[src/rtl/piso_frame_tx_pkg.sv]
// ---------------------------------------------------------------------------
// piso_frame_tx_pkg
//
// Purpose:
//   Shared definitions for the parallel-in / serial-out frame transmitter.
//   Holds the frame state encoding and the helper that sizes the bit timer
//   and bit-index counters.
//
// Contents:
//   state_t  - 3-bit frame state encoding (IDLE=0, START=1, DATA=2,
//              PARITY=3, STOP=4)
//   cnt_w()  - counter width for a modulus n (clog2, never below one bit)
// ---------------------------------------------------------------------------
package piso_frame_tx_pkg;

    typedef enum logic [2:0] {
        ST_IDLE   = 3'd0,
        ST_START  = 3'd1,
        ST_DATA   = 3'd2,
        ST_PARITY = 3'd3,
        ST_STOP   = 3'd4
    } state_t;

    // A modulus of 1 still needs a 1-bit register so the counter has a
    // legal, non-zero width.
    function automatic int cnt_w(input int n);
        return (n <= 1) ? 1 : $clog2(n);
    endfunction

endpackage : piso_frame_tx_pkg

[src/rtl/piso_frame_tx_if.sv]
// ---------------------------------------------------------------------------
// piso_frame_tx_if
//
// Purpose:
//   Parallel word handshake between a producer (register file / datapath)
//   and the serial frame transmitter.
//
// Signals:
//   in_data   WIDTH  word to transmit
//   in_valid  1      producer presents a word on in_data
//   in_ready  1      transmitter accepts a word this cycle
//
// Modports:
//   master - producer side (drives in_data / in_valid)
//   slave  - transmitter side (drives in_ready)
// ---------------------------------------------------------------------------
interface piso_frame_tx_if #(
    parameter int WIDTH = 8
);

    logic [WIDTH-1:0] in_data;
    logic             in_valid;
    logic             in_ready;

    modport master (
        output in_data,
        output in_valid,
        input  in_ready
    );

    modport slave (
        input  in_data,
        input  in_valid,
        output in_ready
    );

endinterface : piso_frame_tx_if

[src/rtl/piso_frame_tx_bit_timer.sv]
// ---------------------------------------------------------------------------
// piso_frame_tx_bit_timer
//
// Purpose:
//   Bit-period counter for the serial transmitter. Counts
//   0..CLKS_PER_BIT-1 and wraps; tick is high during the last cycle of each
//   bit period, i.e. the cycle whose closing edge is a bit boundary.
//
// Ports:
//   clk   in   system clock
//   rst   in   synchronous active-low reset (count returns to 0)
//   clr   in   hold the count at 0 (used while idle so a new frame starts
//              on a fresh bit period)
//   tick  out  count == CLKS_PER_BIT-1
// ---------------------------------------------------------------------------
module piso_frame_tx_bit_timer
    import piso_frame_tx_pkg::*;
#(
    parameter int CLKS_PER_BIT = 4
) (
    input  logic clk,
    input  logic rst,
    input  logic clr,
    output logic tick
);

    localparam int            TW      = cnt_w(CLKS_PER_BIT);
    localparam logic [TW-1:0] CNT_MAX = TW'(CLKS_PER_BIT - 1);

    logic [TW-1:0] cnt;

    // With CLKS_PER_BIT == 1 the count sits at 0 and tick is permanently
    // high, giving one bit per clock.
    assign tick = (cnt == CNT_MAX);

    always_ff @(posedge clk) begin
        if (!rst) begin
            cnt <= '0;
        end else if (clr || tick) begin
            cnt <= '0;
        end else begin
            cnt <= cnt + 1'b1;
        end
    end

endmodule : piso_frame_tx_bit_timer

[src/rtl/piso_frame_tx.sv]
// ---------------------------------------------------------------------------
// piso_frame_tx
//
// Purpose:
//   Parallel-in, serial-out frame transmitter for the bit-serial link.
//   Accepts one WIDTH-bit word per valid/ready handshake and sends it as
//     start(0) | data LSB-first | [parity] | stop(1)
//   with every bit held for CLKS_PER_BIT clocks. The line idles high.
//
// Parameters:
//   WIDTH         data bits per frame (1..32)
//   CLKS_PER_BIT  clocks per serial bit (>= 1)
//   PARITY_EN     1 = insert a parity bit after the data bits
//   PARITY_ODD    0 = even parity, 1 = odd parity
//
// Ports:
//   clk      in   system clock
//   rst      in   synchronous active-low reset
//   bus      if   slave side of piso_frame_tx_if (in_data/in_valid/in_ready)
//   ser_out  out  serial line (registered, idles high)
//   busy     out  a frame is in progress
//   done     out  one-cycle pulse in the first idle cycle after a stop bit
// ---------------------------------------------------------------------------
module piso_frame_tx
    import piso_frame_tx_pkg::*;
#(
    parameter int WIDTH        = 8,
    parameter int CLKS_PER_BIT = 4,
    parameter int PARITY_EN    = 0,
    parameter int PARITY_ODD   = 0
) (
    input  logic            clk,
    input  logic            rst,
    piso_frame_tx_if.slave  bus,
    output logic            ser_out,
    output logic            busy,
    output logic            done
);

    localparam int               IDX_W    = cnt_w(WIDTH);
    localparam logic [IDX_W-1:0] LAST_IDX = IDX_W'(WIDTH - 1);
    localparam logic             ODD_BIT  = (PARITY_ODD != 0);
    localparam logic             HAS_PAR  = (PARITY_EN != 0);

    state_t             state;
    state_t             state_nxt;
    logic [WIDTH-1:0]   shift_reg;
    logic [WIDTH-1:0]   shift_nxt;
    logic               parity_bit;
    logic               parity_nxt;
    logic [IDX_W-1:0]   bit_idx;
    logic [IDX_W-1:0]   bit_idx_nxt;
    logic               ser_nxt;
    logic               done_nxt;
    logic               tick;
    logic               idle;

    assign idle         = (state == ST_IDLE);
    assign bus.in_ready = idle;
    assign busy         = !idle;

    // The timer is held at zero while idle, so the accept edge always
    // starts the start bit on a full bit period.
    piso_frame_tx_bit_timer #(
        .CLKS_PER_BIT (CLKS_PER_BIT)
    ) u_bit_timer (
        .clk  (clk),
        .rst  (rst),
        .clr  (idle),
        .tick (tick)
    );

    // Next-state, datapath update and next serial level.
    always_comb begin
        state_nxt   = state;
        shift_nxt   = shift_reg;
        parity_nxt  = parity_bit;
        bit_idx_nxt = bit_idx;
        done_nxt    = 1'b0;
        ser_nxt     = 1'b1;

        unique case (state)
            ST_IDLE: begin
                if (bus.in_valid) begin
                    state_nxt   = ST_START;
                    shift_nxt   = bus.in_data;
                    parity_nxt  = (^bus.in_data) ^ ODD_BIT;
                    bit_idx_nxt = '0;
                end
            end
            ST_START: begin
                if (tick) begin
                    state_nxt = ST_DATA;
                end
            end
            ST_DATA: begin
                if (tick) begin
                    // Shifting on the last bit too is harmless: the
                    // register is not read again until the next accept.
                    shift_nxt = shift_reg >> 1;
                    if (bit_idx == LAST_IDX) begin
                        state_nxt = HAS_PAR ? ST_PARITY : ST_STOP;
                    end else begin
                        bit_idx_nxt = bit_idx + 1'b1;
                    end
                end
            end
            ST_PARITY: begin
                if (tick) begin
                    state_nxt = ST_STOP;
                end
            end
            ST_STOP: begin
                if (tick) begin
                    state_nxt = ST_IDLE;
                    done_nxt  = 1'b1;
                end
            end
            default: begin
                state_nxt = ST_IDLE;
            end
        endcase

        // ser_out is registered, so its next value follows the next state.
        unique case (state_nxt)
            ST_START:  ser_nxt = 1'b0;
            ST_DATA:   ser_nxt = shift_nxt[0];
            ST_PARITY: ser_nxt = parity_nxt;
            default:   ser_nxt = 1'b1;
        endcase
    end

    // Control registers: reset returns the line to idle-high and drops any
    // pending done, which is how a mid-frame reset aborts the frame.
    always_ff @(posedge clk) begin
        if (!rst) begin
            state   <= ST_IDLE;
            bit_idx <= '0;
            ser_out <= 1'b1;
            done    <= 1'b0;
        end else begin
            state   <= state_nxt;
            bit_idx <= bit_idx_nxt;
            ser_out <= ser_nxt;
            done    <= done_nxt;
        end
    end

    // Data registers: only loaded on accept, so no reset is needed.
    always_ff @(posedge clk) begin
        shift_reg  <= shift_nxt;
        parity_bit <= parity_nxt;
    end

endmodule : piso_frame_tx

[src/flat_wrapper.sv]
// flat-port wrapper written by rule: the top's interface ports become plain ports
module piso_frame_tx_flat import piso_frame_tx_pkg::*;
#(
    parameter int WIDTH        = 8,
    parameter int CLKS_PER_BIT = 4,
    parameter int PARITY_EN    = 0,
    parameter int PARITY_ODD   = 0
)
  (clk, rst, ser_out, busy, done, bus_in_data, bus_in_valid, bus_in_ready);
  piso_frame_tx_if #(.WIDTH(WIDTH)) bus_i ();
  input  logic clk;
  input  logic rst;
  output logic ser_out;
  output logic busy;
  output logic done;
  input wire logic [$bits(bus_i.in_data)-1:0] bus_in_data;
  input wire logic [$bits(bus_i.in_valid)-1:0] bus_in_valid;
  output wire logic [$bits(bus_i.in_ready)-1:0] bus_in_ready;
  assign bus_i.in_data = bus_in_data;
  assign bus_i.in_valid = bus_in_valid;
  assign bus_in_ready = bus_i.in_ready;
  piso_frame_tx #(.WIDTH(WIDTH), .CLKS_PER_BIT(CLKS_PER_BIT), .PARITY_EN(PARITY_EN), .PARITY_ODD(PARITY_ODD)) u_core (.clk(clk), .rst(rst), .bus(bus_i), .ser_out(ser_out), .busy(busy), .done(done));
endmodule
[config.mk]
export PLATFORM = sky130hd
export DESIGN_NAME = piso_frame_tx_flat
export DESIGN_NICKNAME = d
export VERILOG_FILES = /design/src/rtl/piso_frame_tx_pkg.sv /design/src/rtl/piso_frame_tx_if.sv /design/src/rtl/piso_frame_tx_bit_timer.sv /design/src/rtl/piso_frame_tx.sv /design/src/flat_wrapper.sv
export SDC_FILE = /design/constraint.sdc
export NUM_CORES = 1
export LEC_CHECK = 0
export ABC_AREA = 1
export BUFFER_PORTS_ARGS = -buffer_cell sky130_fd_sc_hd__buf_2
export CORE_MARGIN = 1.5
export CORE_UTILIZATION = 59
export DETAILED_ROUTE_END_ITERATION = 8
export GPL_TIMING_DRIVEN = 0
export PLACE_DENSITY_LB_ADDON = 0.3
export SYNTH_ARGS = -nofsm -noshare
export SYNTH_HDL_FRONTEND = slang
export SYNTH_SLANG_ARGS = --single-unit
export TNS_END_PERCENT = 50
[constraint.sdc]
create_clock -name clk -period 3.5 [get_ports clk]
set_input_delay 0.7 -clock clk [delete_from_list [all_inputs] [get_ports clk]]
set_output_delay 0.7 -clock clk [all_outputs]
set_load 0.05 [all_outputs]
Yosys cells after proc, flatten, opt, wreduce, memory -nomap -nowiden
Cells that the tools add are included.
- register bits after elaboration: 19
- word-level logic and storage cells: 50
- add/sub/neg operators: 2
- equal/unequal tests: 12
- muxes and demuxes: 18
- bitwise operators: 1
- reduce and logical (&&, ||, !) cells: 9
- operator list (cell ; number):
    $mux 3 ; 9
    $mux 8 ; 2
    $pmux 8 s2 ; 1
    $pmux 3 s5 ; 1
    $eq 3x2->1 const B ; 4
    $reduce_xor 8->1 ; 1
    $eq 3x1->1 const B ; 2
    $eq 3x3->1 const B ; 2
    $ne 2x2->1 const B ; 3
    $pmux 3 s2 ; 1
    $reduce_and 4->1 ; 1
    $add 3x1->3 const B ; 1
    $logic_not 3->1 ; 1
    $mux 1 ; 3
    $pmux 1 s3 ; 1
    $reduce_and 3->1 ; 1
    $add 2x1->2 const B ; 1
    $eq 2x2->1 const B ; 1
    $reduce_and 2->1 ; 1
    $reduce_bool 2->1 ; 1
    $reduce_or 2->1 ; 1
    $logic_not 1->1 ; 1
    $logic_or 1x1->1 ; 1
    $not 1->1 ; 1

Depth between registers and ports, before layout
Gate-level depths: netlist (run 1).
- depth in word-level cells: 6
- gate-level depth with buffers: 10
- depth with buffers taken out: 10

Hierarchy
Synthesis (run 1) repeated with hierarchy kept, for this count alone.
- cell total of the unflattened synthesis: 158
- area total of the unflattened synthesis: 1093.5 µm²
- modules (own cells, without submodules) (module ; instances ; cells an instance ; area each (µm²) ; sequential area each (µm²)):
    piso_frame_tx ; 1 ; 150 ; 1022.2 ; 410.4
    piso_frame_tx_bit_timer ; 1 ; 8 ; 71.3 ; 40.0

Worst setup path before layout (run 1)
OpenSTA, ideal clock, no wires.
- kind: flip-flop to output port
- from: register u_core.state[0]
- to: output port busy
- data arrival time: 1.098 ns
- data required time: 2.800 ns
- setup slack: 1.702 ns
- stages on the path, launching flop included: 5
- buffers on the path: 0
- path through: dfxtp_1 inv_2 nand2_4 nor2_4 inv_1
- longest elaborated chain between the ends: 2
- ends and longest elaborated chain (element ; line ; RTL):
    start, declared ; piso_frame_tx.sv:45 ; state_t state;
    start signal, assigned ; piso_frame_tx.sv:142 ; state <= state_nxt;
    $logic_not 3->1 ; piso_frame_tx.sv:58 ; assign idle = (state == ST_IDLE);
    via bus_in_ready ; flat_wrapper.sv:18 ; output wire logic [$bits(bus_i.in_ready)-1:0] bus_in_ready;
    $logic_not 1->1 ; piso_frame_tx.sv:60 ; assign busy = !idle;
    end, declared ; flat_wrapper.sv:14 ; output logic busy;
The timed path passes the listed nets, and every way through them passes these cells.

Worst setup path after layout (run 1)
- from: register u_core.state[0]
- to: output port busy
- longest elaborated chain between the ends: 2
- ends and longest elaborated chain (element ; line):
    $logic_not 3->1 ; piso_frame_tx.sv:58
    $logic_not 1->1 ; piso_frame_tx.sv:60
No other way between the ends.

==> results of run 1 <==
-- cell type report --
type,instances,area [um^2],share of cell area [%]
Tap cell,25,31.3,2.63
Multi-Input combinational cell,101,504,42.4
Clock buffer,4,26.3,2.21
Sequential cell,19,450,37.9
Timing Repair Buffer,14,70.1,5.89
Buffer,3,27.5,2.32
Inverter,21,78.8,6.63
-- how the worst min path moves through the flow --
stage | start | endpoint | slack (ps) | depth (start not counted)
2_1_floorplan | u_core.u_bit_timer.cnt[0] | u_core.u_bit_timer.cnt[0] | 400 | 1
3_3_place_gp | u_core.u_bit_timer.cnt[0] | u_core.u_bit_timer.cnt[0] | 410 | 1
3_5_place_dp | u_core.u_bit_timer.cnt[0] | u_core.u_bit_timer.cnt[0] | 420 | 1
4_1_cts | u_core.u_bit_timer.cnt[0] | u_core.u_bit_timer.cnt[0] | 430 | 1
5_1_grt | u_core.u_bit_timer.cnt[0] | u_core.u_bit_timer.cnt[0] | 450 | 1
6_report | u_core.u_bit_timer.cnt[0] | u_core.u_bit_timer.cnt[0] | 430 | 1
-- cell families after synthesis --
logic type | after synthesis | share of synthesized area, %
AOI/OAI and AO/OA | 18 | 10.4
buffers and inverters | 24 | 10.0
DFF | 19 | 42.5
adders and majority gates | 3 | 3.54
and+or+nand+nor | 80 | 33.6
-- where the power goes --
group          switching (mW)  internal, mW
logic                  0.0519        0.0266
registers             0.00529         0.244
clock network          0.0658        0.0444
total                   0.123         0.315
-- critical path, stage by stage (launching register included) --
cell	delay (ps)
dfxtp_1	410
inv_2	80
nand2_4	110
nor2_4	50
inv_1	80
buf_2	260
-- per-stage QoR --
| step | cell area [um^2] | total power [mW] |
|---|---|---|
| 2_1_floorplan | 1060 | 0.311 |
| 3_3_place_gp | 1160 | 0.329 |
| 3_5_place_dp | 1160 | 0.333 |
| 4_1_cts | 1190 | 0.442 |
| 5_1_grt | 1190 | 0.465 |
| 6_report | 1190 | 0.438 |
-- synth_stat cells --
library cell  count  area (um^2)
nand2_4           2         22.5
nor2_1           11         41.3
ha_1              3         37.5
nand3_1          12         60.1
nor3_1            3         15.0
buf_2             1         5.00
a21oi_1           2         10.0
o211ai_2          1         12.5
edfxtp_1          7          210
nand4_1           1         6.26
inv_2             5         18.8
nor2_4            2         22.5
nand2_2           1         6.26
o21ai_1           2         10.0
buf_6             2         22.5
o31ai_1           1         7.51
or2_2             1         6.26
dfxtp_1          12          240
nand2_1          47          176
o21ai_2           2         17.5
a21boi_0          1         7.51
o21ai_0           9         45.0
inv_1            16         60.1
-- routing by layer --
metal,wire length (um),up-vias,global-route usage (%)
met3,46,5,5.95
li1,-,495,-
met1,932,406,28.7
met5,0,-,0
met2,954,11,36.3
met4,28,0,9.41
==> results by group, run 1 <==
CTS
  – Maximum root-to-sink buffer count: 2
  – Reg clk slew, reported paths: 90 ps
  – CTS tree: done
  – Root buffer cell: clkbuf_4
  – Clock Sinks: 19
  – Cts repair resizes: 0
  – CTS H-tree depth: 1
  – Post-CTS setup buffer count: 0
  – Number of buffers created by CTS: 3
  – Post-CTS Hold Fix Bufs: 0
  – Clk Latency, worst-skew pair: 300 ps

Timing
  – Final Max Tran Viols: 0
  – Setup violations, final: 0
  – Setup_tns: 0 ps
  – Worst slew pin tran: 311 ps
  – Unrepaired setup endpoints after global routing: false
  – Setup WS post-layout: 1520 ps
  – Clock period minus worst slack: 1980 ps
  – Hold_ws: 425 ps
  – Clk_skew: 11.2 ps
  – Final Hold Fails: 0
  – FMAX: 505 MHz
  – Worst slew margin relative to its limit: 79.2%
  – Fin crit share: 56.5%

Synth
  – Sequential share of the synthesized area: 42.5%
  – Cell Area, Synth: 1060 um^2
  – Syn nets: 158
  – Mapped Cells: 144
  – Yosys warns: 0
  – Yosys reg bits: 19
  – Mean Syn Cell Area: 7.37 um^2
  – Unique masters post-synth: 23

Run
  – Max-cap viol count: 0

Die
  – FP Rows: 15
  – Core area: 1710 um^2
  – Initial Utilization: 62.1%
  – Die Ht: 45.4 um
  – Die Area: 2060 um^2
  – Chip width: 45.4 um
  – I/O Pins: 15

Worst setup path
  – Worst setup startpoint: u_core.state[0]
  – Setup slack, reg-to-reg: 2040 ps
  – WS Path Type: reg2out
  – Worst setup EP type: primary output
  – Reg2reg end: u_core.ser_out
  – Reg2reg path depth: 8
  – Worst Setup Start Kind: flip-flop
  – Worst r2r src: u_core.u_bit_timer.cnt[0]
  – Critical Path Sink: busy
  – Crit path arrival time: 1280 ps
  – Critical path required time: 2800 ps
  – Critical Path Fanout Max: 4

Final layout
  – P&R area growth vs syn: 12.0%
  – ANT cells: 0
  – Share of cells above drive strength 1: 21.0%
  – Largest register FFs: 8
  – Final Util: 69.6%
  – Most common cell after layout, fill and taps aside: nand2_1
  – Non-filler cells, final: 187
  – Nets: 177
  – # fillers: 140
  – Commonest cells after routing, fill and taps aside: nand2_1 (47), inv_1 (16), buf_2 (15), nand3_1 (12), dfxtp_1 (12)

Power and ir drop
  – Pleak: 0.611 nW
  – Power Density: 369 nW/um^2
  – Max VDD drop: 0.000229 V

Detailed routing
  – Via count: 917
  – First-pass iteration count of the detailed router: 4
  – WL/cell: 10.5 um
  – DRT antenna net count: 0
  – DR DRC count: 0
  – WL final: 1.96 mm
  – DRT iter0 DRCs: 23
  – Via density: 4.90

GRT
  – GRT Residual Overflow: 0
  – Largest net degree at the start of global routing: 11
  – First-pass GRT wire length: 3.37 mm
  – Antenna violations before repair: 0
  – Number of global-route vias before repair: 850
  – All-Layer GR Usage: 22.6%

Place
  – GPL Wtd Cong: 0.900
  – DP Wirelength: 1.49 mm
  – Placed insts: 183
  – Port buffer count: 14
  – Dpl ws: 1870 ps

Status
  – Status: complete, no violations

Worst hold path
  – Hold Path Class: reg2reg
Power figures use the tool's default switching activity.
==> run 2, diff against run 1 <==
--- a/config.mk
+++ b/config.mk
@@ -7,8 +7,9 @@
 export LEC_CHECK = 0
 export ABC_AREA = 1
 export BUFFER_PORTS_ARGS = -buffer_cell sky130_fd_sc_hd__buf_2
+export CORE_ASPECT_RATIO = 1.4
 export CORE_MARGIN = 1.5
-export CORE_UTILIZATION = 59
+export CORE_UTILIZATION = 50
 export DETAILED_ROUTE_END_ITERATION = 8
 export GPL_TIMING_DRIVEN = 0
 export PLACE_DENSITY_LB_ADDON = 0.3
==> constraint.sdc (replaced) <==
create_clock -name clk -period 1.8 [get_ports clk]
set_input_delay 0.36 -clock clk [delete_from_list [all_inputs] [get_ports clk]]
set_output_delay 0.36 -clock clk [all_outputs]
set_load 0.05 [all_outputs]
==> results by group, run 2 (synthesis gave the netlist of run 1 again) <==
Detailed routing
  – WL/cell: 10.3 um (was 10.5 um)
  – DRT antenna net count: 0 (unchanged)
  – WL final: 1.89 mm (was 1.96 mm)
  – Via density: 5.06 (was 4.90)
  – Via count: 926 (was 917)
  – DRT iter0 DRCs: 9 (was 23)
  – First-pass iteration count of the detailed router: 4 (unchanged)
  – DR DRC count: 0 (unchanged)

Place
  – Port buffer count: 14 (unchanged)
  – DP Wirelength: 1.57 mm (was 1.49 mm)
  – GPL Wtd Cong: 0.849 (was 0.900)
  – Placed insts: 179 (was 183)
  – Area after DPL: 1160 um^2 (about the same)
  – Dpl ws: 385 ps (was 1870 ps)

Worst setup path
  – Worst Setup Start Kind: flip-flop (unchanged)
  – Reg2reg path depth: 6 (was 8)
  – Worst setup EP type: primary output (unchanged)
  – Critical path required time: 1440 ps (was 2800 ps)
  – Reg2reg end: u_core.shift_reg[1] (was u_core.ser_out)
  – Crit path arrival time: 1240 ps (was 1280 ps)
  – Worst r2r src: u_core.state[0] (was u_core.u_bit_timer.cnt[0])
  – WS Path Type: reg2out (unchanged)
  – Setup slack, reg-to-reg: 400 ps (was 2040 ps)
  – Critical Path Fanout Max: 4 (unchanged)

Die
  – Chip width: 41.9 um (was 45.4 um)
  – Die Area: 2410 um^2 (was 2060 um^2)
  – Initial Utilization: 53.8% (was 62.1%)
  – FP Rows: 19 (was 15)
  – Die Ht: 57.5 um (was 45.4 um)
  – I/O Pins: 15 (unchanged)
  – Core area: 1970 um^2 (was 1710 um^2)

Timing
  – Setup WS post-layout: 203 ps (was 1520 ps)
  – Worst slew pin tran: 298 ps (was 311 ps)
  – Clock period minus worst slack: 1600 ps
  – Worst slew margin relative to its limit: 80.1% (was 79.2%)
  – Clk_skew: 0.811 ps (was 11.2 ps)
  – Final Hold Fails: 0 (unchanged)
  – Hold_ws: 343 ps (was 425 ps)
  – Fin crit share: 88.7%
  – Unrepaired setup endpoints after global routing: false (unchanged)
  – Final Max Tran Viols: 0 (unchanged)
  – Setup violations, final: 0 (unchanged)
  – FMAX: 626 MHz
  – Setup_tns: 0 ps (unchanged)

CTS
  – Maximum root-to-sink buffer count: 2 (unchanged)
  – CTS H-tree depth: 1 (unchanged)
  – CTS tree: done (unchanged)
  – Post-CTS setup buffer count: 0 (unchanged)
  – Root buffer cell: clkbuf_4 (unchanged)
  – Clock Sinks: 19 (unchanged)
  – Cts repair resizes: 0 (unchanged)
  – Number of buffers created by CTS: 3 (unchanged)
  – Clk Latency, worst-skew pair: 290 ps (was 300 ps)
  – Post-CTS Hold Fix Bufs: 0 (unchanged)
  – Reg clk slew, reported paths: 100 ps (was 90 ps)

Final layout
  – ANT cells: 0 (unchanged)
  – Share of cells above drive strength 1: 21.0% (unchanged)
  – P&R area growth vs syn: 11.6% (was 12.0%)
  – Final Util: 60.0% (was 69.6%)
  – Most common cell after layout, fill and taps aside: nand2_1 (unchanged)
  – Largest register FFs: 8 (unchanged)
  – Nets: 177 (unchanged)
  – Commonest cells after routing, fill and taps aside: nand2_1 (47), inv_1 (16), buf_2 (15), nand3_1 (12), dfxtp_1 (12) (unchanged)
  – Final Instance Area: 1180 um^2 (was 1190 um^2)
  – # fillers: 192 (was 140)
  – Non-filler cells, final: 183 (was 187)

Power and ir drop
  – Pwr Total: 0.844 mW (was 0.438 mW)
  – Power Density: 713 nW/um^2 (was 369 nW/um^2)
  – Max VDD drop: 0.000435 V (was 0.000229 V)
  – Pleak: 0.611 nW (unchanged)

Worst hold path
  – Hold Path Class: in2reg (was reg2reg)
  – WHS Path Cells: 3 (was 1)
  – Hold EP: u_core.bit_idx[0] (was u_core.u_bit_timer.cnt[0])
  – Worst Min Path Start: rst (was u_core.u_bit_timer.cnt[0])

Run
  – Max-cap viol count: 0 (unchanged)

GRT
  – First-pass GRT wire length: 3.56 mm (was 3.37 mm)
  – Largest net degree at the start of global routing: 11 (unchanged)
  – Number of global-route vias before repair: 927 (was 850)
  – Antenna violations before repair: 0 (unchanged)
  – All-Layer GR Usage: 19.3% (was 22.6%)
  – GRT Residual Overflow: 0 (unchanged)

Status
  – Status: complete, no violations (unchanged)
==> run 2: cell counts in the layout (fill, tap and decap cells not counted) <==
No cell type changed its count.
==> run 2: layout make-up <==
cell class              instances  area, um^2  share of cell area [%]
inverters                      21        78.8                    6.66
plain buffers                   3        27.5                    2.33
clock buffers                   4        26.3                    2.22
well taps                      21        26.3                    2.22
repair buffers                 14        70.1                    5.92
flip-flops and latches         19         450                    38.1
multi-input cells             101         504                    42.6
==> run 2: routing by layer <==
layer | global-route usage, % | vias to the layer above | share of wire [%]
met5 | 0 | - | 0
met4 | 12.4 | 0 | 3.0
met3 | 2.22 | 6 | 3.0
met2 | 36.8 | 20 | 53
met1 | 19.2 | 401 | 41
li1 | - | 499 | -
==> run 2: how the worst max path moves through the flow <==
| stage | startpoint | to | cells after the start | slack [ps] |
|---|---|---|---|---|
| 2_1_floorplan | u_core.state[0] | u_core.shift_reg[1] | 6 | 270 |
| 3_3_place_gp | u_core.state[0] | u_core.shift_reg[7] | 6 | 420 |
| 3_5_place_dp | u_core.state[0] | u_core.shift_reg[6] | 6 | 380 |
| 4_1_cts | u_core.state[0] | busy | 5 | 180 |
| 5_1_grt | u_core.state[0] | busy | 5 | 140 |
| 6_report | u_core.state[0] | busy | 5 | 200 |
==> run 2: worst max-delay path, cell delays in order, from the launching register on <==
cell and delay (ps):
dfxtp_1 400, inv_2 70, nand2_4 110, nor2_4 50
inv_1 70, buf_2 250
==> run 2: report_power, final <==
| group | internal, mW | switching [mW] |
|---|---|---|
| Sequential | 0.474 | 0.00933 |
| Clock | 0.0863 | 0.122 |
| Combinational | 0.0519 | 0.100 |
==> run 3, diff against run 2 <==
--- a/config.mk
+++ b/config.mk
@@ -15,5 +15,6 @@
 export PLACE_DENSITY_LB_ADDON = 0.3
 export SYNTH_ARGS = -nofsm -noshare
 export SYNTH_HDL_FRONTEND = slang
+export SYNTH_HIERARCHICAL = 1
 export SYNTH_SLANG_ARGS = --single-unit
 export TNS_END_PERCENT = 50
==> results by group, run 3 <==
CTS
  – Root buffer cell: clkbuf_4 (unchanged)
  – Reg clk slew, reported paths: 100 ps (about the same)
  – Clock Sinks: 19 (unchanged)
  – Maximum root-to-sink buffer count: 2 (unchanged)
  – CTS tree: done (unchanged)
  – Number of buffers created by CTS: 3 (unchanged)
  – Post-CTS Hold Fix Bufs: 0 (unchanged)
  – CTS H-tree depth: 1 (unchanged)
  – Cts repair resizes: 0 (unchanged)
  – Post-CTS setup buffer count: 0 (unchanged)
  – Clk Latency, worst-skew pair: 280 ps (was 290 ps)

GRT
  – Number of global-route vias before repair: 991 (was 927)
  – GRT met2 Usage: 36.3% (was 36.8%)
  – Antenna violations before repair: 0 (unchanged)
  – Met1 Use GR: 18.5% (was 19.2%)
  – First-pass GRT wire length: 3.57 mm (was 3.56 mm)
  – All-Layer GR Usage: 18.6% (was 19.3%)
  – Largest net degree at the start of global routing: 11 (unchanged)
  – Global routing's busiest layer: met2 (unchanged)
  – GRT Residual Overflow: 0 (unchanged)
  – GR Util met3: 2.15% (was 2.22%)

Die
  – Initial Utilization: 54.1% (was 53.8%)
  – I/O Pins: 15 (unchanged)
  – Die Ht: 58.3 um (was 57.5 um)
  – FP Rows: 19 (unchanged)
  – Chip width: 42.5 um (was 41.9 um)
  – Core area: 2020 um^2 (was 1970 um^2)
  – Die Area: 2480 um^2 (was 2410 um^2)

Final layout
  – Largest register FFs: 8 (unchanged)
  – Most common cell after layout, fill and taps aside: nand2_1 (unchanged)
  – Non-filler cells, final: 197 (was 183)
  – Nets: 191 (was 177)
  – P&R area growth vs syn: 11.2% (was 11.6%)
  – Share of cells above drive strength 1: 16.5% (was 21.0%)
  – # fillers: 201 (was 192)
  – ANT cells: 0 (unchanged)
  – Commonest cells after routing, fill and taps aside: nand2_1 (67), inv_1 (20), buf_2 (14), nor2_1 (12), dfxtp_1 (12) (was nand2_1 (47), inv_1 (16), buf_2 (15), nand3_1 (12), dfxtp_1 (12))
  – Final Instance Area: 1220 um^2 (was 1180 um^2)

Worst setup path
  – Largest stage delay, worst path: 400 ps (about the same)
  – Delay-heaviest family, CP: buffers and inverters (was flip-flops)
  – WS Path Type: reg2out (unchanged)
  – Worst setup EP type: primary output (unchanged)
  – Bufs and invs on worst path: 2 (was 3)
  – Critical Path Fanout Max: 7 (was 4)
  – CP Cell Sequence: inv_2 -> nand2_4 -> nor2_4 -> buf_2 (was inv_2 -> nand2_4 -> nor2_4 -> inv_1 -> buf_2)
  – CP max stage cell: dfxtp_1 (unchanged)
  – Crit path arrival time: 1350 ps (was 1240 ps)
  – Worst Setup Start Kind: flip-flop (unchanged)
  – Critical path required time: 1440 ps (about the same)

Place
  – Port buffer count: 14 (unchanged)
  – DP Wirelength: 1.61 mm (was 1.57 mm)
  – GPL Wtd Cong: 0.881 (was 0.849)
  – Area after DPL: 1190 um^2 (was 1160 um^2)
  – Placed insts: 193 (was 179)

Power and ir drop
  – Power Density: 715 nW/um^2 (was 713 nW/um^2)
  – Pint: 0.623 mW (was 0.613 mW)
  – Max VDD drop: 0.000498 V (was 0.000435 V)
  – Part of the power in registers: 56.5% (was 57.3%)
  – Switching Share: 28.3% (was 27.4%)
  – Clock share of power: 24.0% (was 24.7%)
  – Pleak: 0.650 nW (was 0.611 nW)
  – Net switching power: 0.246 mW (was 0.232 mW)
  – Combinational power share: 19.5% (was 18.0%)

Timing
  – Worst slew margin relative to its limit: 73.9% (was 80.1%)
  – Clk_skew: 1.99 ps (was 0.811 ps)
  – Unrepaired setup endpoints after global routing: false (unchanged)
  – Fin crit share: 94.8% (was 88.7%)
  – Clock period minus worst slack: 1710 ps (was 1600 ps)
  – Final Hold Fails: 0 (unchanged)
  – Final Max Tran Viols: 0 (unchanged)
  – Worst slew pin tran: 389 ps (was 298 ps)
  – Setup_tns: 0 ps (unchanged)
  – FMAX: 586 MHz (was 626 MHz)
  – Setup violations, final: 0 (unchanged)

Synth
  – Mapped Cells: 158 (was 144)
  – Synth top cells by count: nand2_1 (67), inv_1 (20), dfxtp_1 (12), nor2_1 (12), o21ai_0 (8) (was nand2_1 (47), inv_1 (16), dfxtp_1 (12), nand3_1 (12), nor2_1 (11))
  – Mean Syn Cell Area: 6.92 um^2 (was 7.37 um^2)
  – Yosys reg bits: 19 (unchanged)
  – Cell Area, Synth: 1090 um^2 (was 1060 um^2)
  – Syn nets: 172 (was 158)
  – Largest cells by area after synthesis: nand2_1 (23%), dfxtp_1 (22%), edfxtp_1 (19%), inv_1 (6.9%), nor2_1 (4.1%) (was dfxtp_1 (23%), edfxtp_1 (20%), nand2_1 (17%), nand3_1 (5.7%), inv_1 (5.7%))
  – Yosys warns: 6 (was 0)
  – Main flop type after synthesis: dfxtp_1 (unchanged)
  – Top cell type's share of synthesized area: 23.0% (was 22.6%)
  – Cell taking the most area after synthesis: nand2_1 (was dfxtp_1)
  – Async set or reset register ratio after synthesis: 0% (unchanged)
  – Post-synth EDFFs: 7 (unchanged)
  – Most common cell in the synthesized netlist: nand2_1 (unchanged)
  – Sequential share of the synthesized area: 41.2% (was 42.5%)
  – Unique masters post-synth: 25 (was 23)

Worst hold path
  – Hold Path Class: in2reg (unchanged)

Detailed routing
  – DRT iter0 DRCs: 17 (was 9)
  – First-pass iteration count of the detailed router: 4 (unchanged)
  – DRT antenna net count: 0 (unchanged)
  – Via count: 980 (was 926)
  – DR DRC count: 0 (unchanged)
  – WL final: 2.02 mm (was 1.89 mm)
  – Via density: 4.97 (was 5.06)
  – WL/cell: 10.3 um (about the same)

Run
  – Max-cap viol count: 0 (unchanged)

Status
  – Status: complete, no violations (unchanged)
-- run 3: tightest hold or removal path: cells and delay by family --
family                 cells  cell delay (ps)
buffers and inverters      1              130
AND/OR/NAND/NOR            2               90
-- run 3: area by class of cell --
cell class / instances / area [um^2] / area share, %
well taps: 21 / 26.3 / 2.16
flip-flops and latches: 19 / 450 / 37.0
inverters: 23 / 86.3 / 7.10
repair buffers: 14 / 70.1 / 5.76
clock buffers: 4 / 26.3 / 2.16
multi-input cells: 114 / 541 / 44.4
plain buffers: 2 / 16.3 / 1.34
-- run 3: path summary, 6_finish.rpt --
check / end / cells after the start / slack [ps] / start
min reg2reg: u_core/u_bit_timer/cnt[0] / 1 / 420 / u_core/u_bit_timer/cnt[0]
max: bus_in_ready / 4 / 90 / u_core/state[0]
max reg2reg: u_core/shift_reg[6] / 4 / 240 / u_core/state[1]
min: u_core/bit_idx[0] / 3 / 330 / rst
-- run 3: per-stage QoR --
step | utilization [%] | hold WS [ps] | total power [mW] | setup slack [ps]
after floorplan | - | 397 | 0.625 | 219
after global placement | 58.9 | 407 | 0.663 | 270
after detailed placement | 58.9 | 412 | 0.672 | 239
after CTS | 60.2 | 320 | 0.883 | 89.0
after global routing | 60.2 | 345 | 0.929 | 8.70
final | 60.2 | 329 | 0.870 | 93.5
-- run 3: power groups by stage --
| stage | logic [mW] | clock network [mW] | registers [mW] |
|---|---|---|---|
| floorplan | 0.119 | 0 | 0.505 |
| global placement | 0.163 | 0 | 0.500 |
| detailed placement | 0.170 | 0 | 0.502 |
| CTS | 0.171 | 0.221 | 0.492 |
| global route | 0.194 | 0.240 | 0.495 |
| finish | 0.170 | 0.209 | 0.491 |
-- run 3: cell families after synthesis --
kind of cell	after synthesis	synth area share, %
buf+inv	25	9.38
simple gates	95	37.2
flops	19	41.2
compound gates	16	8.81
fa+ha+maj	3	3.43
-- run 3: per-layer routing --
| metal | routed length [um] | share of wire, % | vias to the layer above |
|---|---|---|---|
| met5 | 0 | 0 | - |
| met4 | 35 | 1.7 | 0 |
| met3 | 42 | 2.1 | 4 |
| met2 | 1090 | 54 | 15 |
| met1 | 853 | 42 | 427 |
| li1 | - | - | 534 |
